### config.mk
export PLATFORM = sky130hd
export DESIGN_NAME = sw_accum_adder
export DESIGN_NICKNAME = d
export VERILOG_FILES = /design/src/rtl/sw_adder_pkg.sv /design/src/rtl/btn_debounce.sv /design/src/rtl/sw_accum_adder.sv
export SDC_FILE = /design/constraint.sdc
export NUM_CORES = 1
export LEC_CHECK = 0
export ABC_AREA = 1
export BUFFER_PORTS_ARGS = -buffer_cell sky130_fd_sc_hd__buf_4
export CAP_MARGIN = 10
export CORE_UTILIZATION = 40
export DETAILED_ROUTE_END_ITERATION = 16
export MAX_ROUTING_LAYER = met4
export PLACE_DENSITY_LB_ADDON = 0.3
export SYNTH_ARGS = -nofsm -noshare
export SYNTH_HDL_FRONTEND = slang
export SYNTH_SLANG_ARGS = --single-unit
export TNS_END_PERCENT = 50
### constraint.sdc
create_clock -name clk -period 4.8 [get_ports clk]
set_input_delay 0.96 -clock clk [delete_from_list [all_inputs] [get_ports clk]]
set_output_delay 0.96 -clock clk [all_outputs]
set_load 0.05 [all_outputs]
### src/rtl/sw_adder_pkg.sv
// Shared types and constants for the switch accumulator and its button debouncers.
`timescale 1ns/1ps

package sw_adder_pkg;

    // Debouncer states: stable low, candidate rise, stable high, candidate fall
    typedef enum logic [1:0] {
        S_LOW  = 2'd0,
        S_RISE = 2'd1,
        S_HIGH = 2'd2,
        S_FALL = 2'd3
    } db_state_e;

    // Values of the display-select switch
    localparam logic DISP_ACC = 1'b0;
    localparam logic DISP_SW  = 1'b1;

    // Width of a counter that must hold values up to cycles-1
    function automatic int unsigned cnt_width(input int unsigned cycles);
        return (cycles > 1) ? $clog2(cycles) : 1;
    endfunction

endpackage

### src/rtl/btn_debounce.sv
// Push-button synchroniser and debouncer. Emits a one-cycle pulse once a rising level has
// been stable for DEBOUNCE_CYCLES consecutive synchronised samples.
`timescale 1ns/1ps

module btn_debounce
    import sw_adder_pkg::*;
#(
    parameter int unsigned DEBOUNCE_CYCLES = 250000
) (
    input  logic clk,
    input  logic rst,
    input  logic btn_raw,
    output logic pulse
);

    localparam int unsigned    CntW    = cnt_width(DEBOUNCE_CYCLES);
    localparam logic [CntW-1:0] CntLast = CntW'(DEBOUNCE_CYCLES - 1);

    logic            sync1_q, sync2_q;
    db_state_e       state_q, state_d;
    logic [CntW-1:0] cnt_q, cnt_d;
    logic            pulse_q, pulse_d;

    // Next-state logic; the sample that leaves a stable state counts as the first stable sample
    always_comb begin
        state_d = state_q;
        cnt_d   = cnt_q;
        pulse_d = 1'b0;
        unique case (state_q)
            S_LOW: begin
                if (sync2_q) begin
                    state_d = S_RISE;
                    cnt_d   = CntW'(1);
                end
            end
            S_RISE: begin
                if (!sync2_q) begin
                    state_d = S_LOW;
                    cnt_d   = '0;
                end else if (cnt_q == CntLast) begin
                    state_d = S_HIGH;
                    cnt_d   = '0;
                    pulse_d = 1'b1;
                end else begin
                    cnt_d = cnt_q + CntW'(1);
                end
            end
            S_HIGH: begin
                if (!sync2_q) begin
                    state_d = S_FALL;
                    cnt_d   = CntW'(1);
                end
            end
            S_FALL: begin
                if (sync2_q) begin
                    state_d = S_HIGH;
                    cnt_d   = '0;
                end else if (cnt_q == CntLast) begin
                    state_d = S_LOW;
                    cnt_d   = '0;
                end else begin
                    cnt_d = cnt_q + CntW'(1);
                end
            end
            default: begin
                state_d = S_LOW;
                cnt_d   = '0;
            end
        endcase
    end

    // Synchroniser, FSM state, counter and registered pulse
    always_ff @(posedge clk) begin
        if (rst) begin
            sync1_q <= 1'b0;
            sync2_q <= 1'b0;
            state_q <= S_LOW;
            cnt_q   <= '0;
            pulse_q <= 1'b0;
        end else begin
            sync1_q <= btn_raw;
            sync2_q <= sync1_q;
            state_q <= state_d;
            cnt_q   <= cnt_d;
            pulse_q <= pulse_d;
        end
    end

    assign pulse = pulse_q;

endmodule

### src/rtl/sw_accum_adder.sv
// Switch adder with button-stepped accumulator, add/subtract, sticky overflow and LED display.
// Define SW_ACCUM_SAT_EN for saturating arithmetic; otherwise the accumulator wraps.
`timescale 1ns/1ps

module sw_accum_adder
    import sw_adder_pkg::*;
#(
    parameter int unsigned WIDTH           = 3,
    parameter int unsigned ACC_W           = 7,
    parameter int unsigned DEBOUNCE_CYCLES = 250000
) (
    input  logic               clk,
    input  logic               rst,
    input  logic [2*WIDTH+1:0] sw,
    input  logic               btn_step,
    input  logic               btn_clr,
    output logic [ACC_W:0]     led
);

    logic [WIDTH-1:0] num1, num2;
    logic             sub, disp_sel;
    logic [WIDTH:0]   sum;
    logic [ACC_W-1:0] sum_ext;
    logic [ACC_W:0]   add_full, sub_full;
    logic             step_pulse, clr_pulse;

    logic [ACC_W-1:0] acc_q, acc_d;
    logic             ovf_q, ovf_d;
    logic [ACC_W:0]   led_q, led_d;

    assign num1     = sw[WIDTH-1:0];
    assign num2     = sw[2*WIDTH-1:WIDTH];
    assign sub      = sw[2*WIDTH];
    assign disp_sel = sw[2*WIDTH+1];

    assign sum      = {1'b0, num1} + {1'b0, num2};
    assign sum_ext  = ACC_W'(sum);
    // Top bit is carry for add, borrow for subtract
    assign add_full = {1'b0, acc_q} + {1'b0, sum_ext};
    assign sub_full = {1'b0, acc_q} - {1'b0, sum_ext};

    btn_debounce #(
        .DEBOUNCE_CYCLES(DEBOUNCE_CYCLES)
    ) u_step_db (
        .clk    (clk),
        .rst    (rst),
        .btn_raw(btn_step),
        .pulse  (step_pulse)
    );

    btn_debounce #(
        .DEBOUNCE_CYCLES(DEBOUNCE_CYCLES)
    ) u_clr_db (
        .clk    (clk),
        .rst    (rst),
        .btn_raw(btn_clr),
        .pulse  (clr_pulse)
    );

    // Accumulator update; clear takes priority over a coincident step
    always_comb begin
        acc_d = acc_q;
        ovf_d = ovf_q;
        if (clr_pulse) begin
            acc_d = '0;
            ovf_d = 1'b0;
        end else if (step_pulse) begin
`ifdef SW_ACCUM_SAT_EN
            if (sub) begin
                if (sub_full[ACC_W]) begin
                    acc_d = '0;
                    ovf_d = 1'b1;
                end else begin
                    acc_d = sub_full[ACC_W-1:0];
                end
            end else begin
                if (add_full[ACC_W]) begin
                    acc_d = '1;
                    ovf_d = 1'b1;
                end else begin
                    acc_d = add_full[ACC_W-1:0];
                end
            end
`else
            if (sub) begin
                acc_d = sub_full[ACC_W-1:0];
                ovf_d = ovf_q | sub_full[ACC_W];
            end else begin
                acc_d = add_full[ACC_W-1:0];
                ovf_d = ovf_q | add_full[ACC_W];
            end
`endif
        end
    end

    // Display mux: raw operands or overflow flag plus accumulator
    always_comb begin
        led_d = {ovf_q, acc_q};
        if (disp_sel == DISP_SW) begin
            led_d = (ACC_W+1)'({num2, num1});
        end
    end

    // State and display registers
    always_ff @(posedge clk) begin
        if (rst) begin
            acc_q <= '0;
            ovf_q <= 1'b0;
            led_q <= '0;
        end else begin
            acc_q <= acc_d;
            ovf_q <= ovf_d;
            led_q <= led_d;
        end
    end

    assign led = led_q;

endmodule
==> flow_metrics.env <==
export IMPL_cts_sinks=62
export IMPL_cp_required_ns=5.04
export IMPL_tightest_slew_ns=0.8361
export IMPL_pwr_share_clk=0.445
export IMPL_initial_core_util=0.4177
export IMPL_synthCells=560
export IMPL_grtUsageMet2=0.3218
export IMPL_synth_cell_type_count=35
export IMPL_place_gp_congestion=0.9125
export IMPL_reg2reg_depth=8
export IMPL_synth_largest_area_cell="dfxtp_1"
export IMPL_grt_max_degree=31
export IMPL_holdWs_ns=0.4083
export IMPL_grt_pass1_vias=3337
export IMPL_pin_count=20
export IMPL_busiest_layer="met2"
export IMPL_cts_setup_buffers=0
export IMPL_grt_ovfl_total=0
export IMPL_finalCritPeriodShare=0.5840
export IMPL_synth_fp_nets=588
export IMPL_via_per_inst=5.107
export IMPL_drtIter0Drc=229
export IMPL_violations="design-rule violations"
export IMPL_fin_tns_setup_ns=0
export IMPL_fillers=904
export IMPL_slew_headroom=0.4391
export IMPL_period_needed_ns=2.803
export IMPL_drv_cap=0
export IMPL_setup_viol=0
export IMPL_power_frac_comb=0.107
export IMPL_cp_max_fo=3
export IMPL_ys_seq_area_frac=0.3358
export IMPL_power_leakage_nw=1.631
export IMPL_routed_wl_um=8340
export IMPL_htreeDepth=3
export IMPL_ant_nets=0
export IMPL_remaining_drc_errors=4
export IMPL_min_path_type="flop to flop"
export IMPL_rsz0062_at_grt="no"
export IMPL_final_cell_area_mm2=0.004126
export IMPL_die_w_um=98.13
export IMPL_post_cts_resized=0
export IMPL_antenna_cells=0
export IMPL_synth_area_per_cell_um2=6.600
export IMPL_cts_hold_buf=0
export IMPL_antenna_found_initial=0
export IMPL_io_buffers=19
export IMPL_die_h_um=98.13
export IMPL_ys_ff_latch=62
export IMPL_finish_utilization=0.4663
export IMPL_grt_pass1_wl_um=15090
export IMPL_wl_per_cell_um=12.10
export IMPL_core_area_mm2=0.008848
export IMPL_root_buffer="clkbuf_8"
export IMPL_synthArstFlopShare=0
export IMPL_area_growth_pct=11.65
export IMPL_cts_made_buffers=9
export IMPL_critPathCaptureType="flop"
export IMPL_p_int_mw=0.8781
export IMPL_vias=3519
export IMPL_place_area_mm2=0.003905
export IMPL_power_switching_mw=0.3039
export IMPL_outcome="complete, but fails checks"
export IMPL_powerDensity_mw_per_mm2=286.4
export IMPL_layout_drive_gt1_share=0.1188
export IMPL_ys_flop_type="dfxtp_1"
export IMPL_die_area_mm2=0.009629
export IMPL_synth_warning_count=0
export IMPL_seqPwrFrac=0.448
export IMPL_clk_path_buf_depth=2
export IMPL_worst_setup_path_start_kind="input port"
export IMPL_clock_latency_ns=0.35
export IMPL_drv_slew=0
export IMPL_whs_path_depth=2
export IMPL_final_nets=605
export IMPL_met1_usage=0.2467
export IMPL_first_pass_iters=14
export IMPL_max_freq_ghz=0.3567
export IMPL_dp_hpwl_um=6095
export IMPL_synth_edf_count=0
export IMPL_skew_ns=0.01197
export IMPL_globalRouteTotalUtil=0.1994
export IMPL_setup_ws_ns=1.997
export IMPL_clk_pin_slew_worst_paths_ns=0.07
export IMPL_arrival_ns=3.04
export IMPL_synth_most_common_cell="nand2_1"
export IMPL_synth_area_top_cells="dfxtp_1 34%, nand2_1 16%, inv_1 7.5%, nor2_1 6.2%, nand3_1 5.8%"
export IMPL_mappedNetlistArea_mm2=0.003696
export IMPL_timing_hold_violations_final=0
export IMPL_netSwitchingFraction=0.2571
export IMPL_cts_tree="done"
export IMPL_dpl_worst_slack_ns=1.656
export IMPL_grt_use_met3=0.04438
export IMPL_rows=34
export IMPL_synth_commonest_cells="153 x nand2_1, 74 x inv_1, 62 x dfxtp_1, 61 x nor2_1, 43 x nand3_1"
export IMPL_ir_drop_v=0.0001099
export IMPL_crit_type="input port to flop"
export IMPL_netlist_area_leader_share=0.3358
layout make-up:
class | instances | area, um2 | area share
timing repair buffer | 19 | 142.6 | 0.03457
sequential | 62 | 1241 | 0.3008
clock buffer | 11 | 151.4 | 0.03669
tap | 108 | 135.1 | 0.03275
multi-input combinational | 410 | 2105 | 0.5100
inverter | 75 | 281.5 | 0.06822
clock inverter | 4 | 70.07 | 0.01698
metrics by stage:
| stage | std cells | power, mW |
|---|---|---|
| finish | 689 | 1.182 |
| global route | 689 | 1.238 |
| detailed placement | 674 | 0.6679 |
| global placement | 674 | 0.6666 |
| CTS | 689 | 1.195 |
| floorplan | 560 | 0.6315 |
path summary, 6_finish.rpt:
| kind | end | slack (ns) | start |
|---|---|---|---|
| min reg2reg | u_step_db.sync2_q | 0.41 | u_step_db.sync1_q |
| min | u_step_db.sync2_q | 0.41 | u_step_db.sync1_q |
| max reg2reg | u_clr_db.cnt_q[9] | 2.99 | u_clr_db.cnt_q[0] |
| max | acc_q[4] | 2.00 | sw[0] |
worst max-delay path, stage by stage:
cell and delay, ns:
buf_4 0.11, ha_1 0.21, fa_1 0.58, inv_1 0.10
fa_1 0.42, nand2_1 0.09, a21oi_1 0.07, o21ai_0 0.26
nand3_1 0.11, nand2_1 0.07, nor2_1 0.04
kinds of logic after synthesis:
family                   Yosys count  share of synthesized area
AND/OR/NAND/NOR                  306                     0.3656
flip-flops                        62                     0.3358
buffers and inverters             88                    0.09479
XOR/XNOR                           8                    0.02099
adder cells (fa/ha/maj)           16                    0.06026
AO/OA/AOI/OAI                     80                     0.1225
routing by layer:
layer / routed length, um / vias to the layer above
met5: 0 / -
met4: 149 / 0
met3: 403 / 20
met2: 3831 / 98
met1: 3956 / 1584
li1: - / 1817
state kept, by name, indices dropped and copies added, names as in the netlist, named ones only:
signal and flops:
u_clr_db.pulse 1, led 8, u_clr_db.state_q 1, u_clr_db.cnt_q 18, u_step_db.sync2_q 1, u_step_db.state_q 1
u_step_db.sync1_q 1, u_step_db.pulse 1, acc_q 7, u_clr_db.sync1_q 1, u_step_db.cnt_q 18, ovf_q 1
u_clr_db.sync2_q 1
power groups by stage:
stage                     clock (mW)  sequential, mW  combinational [mW]
final                          0.526           0.530               0.126
after global routing           0.564           0.531               0.143
after CTS                      0.539           0.530               0.127
after detailed placement           0           0.542               0.126
after global placement             0           0.541               0.125
after floorplan                    0           0.550              0.0818
placed cells by master, fill, tap and decap left out:
master	count
xor2_1	4
nor2_2	9
clkinv_1	1
o31ai_1	1
a21oi_1	32
nand3b_1	2
o22ai_1	2
o21ai_0	29
o21bai_1	2
nand3_2	4
ha_1	13
dfxtp_1	62
inv_1	74
nor2_4	3
nand2_2	7
nor4_1	1
nor3b_2	1
a31oi_1	2
nand2_1	153
bufinv_16	2
buf_4	19
o21ai_1	1
nand4_1	9
o211ai_1	1
xnor2_1	3
xor2_2	1
nor2_1	61
fa_1	3
clkbuf_8	11
nor3b_1	1
clkinv_2	2
and2_1	1
nor3_1	11
nand3_1	43
a21oi_2	10
Power figures use the tool's default switching activity.
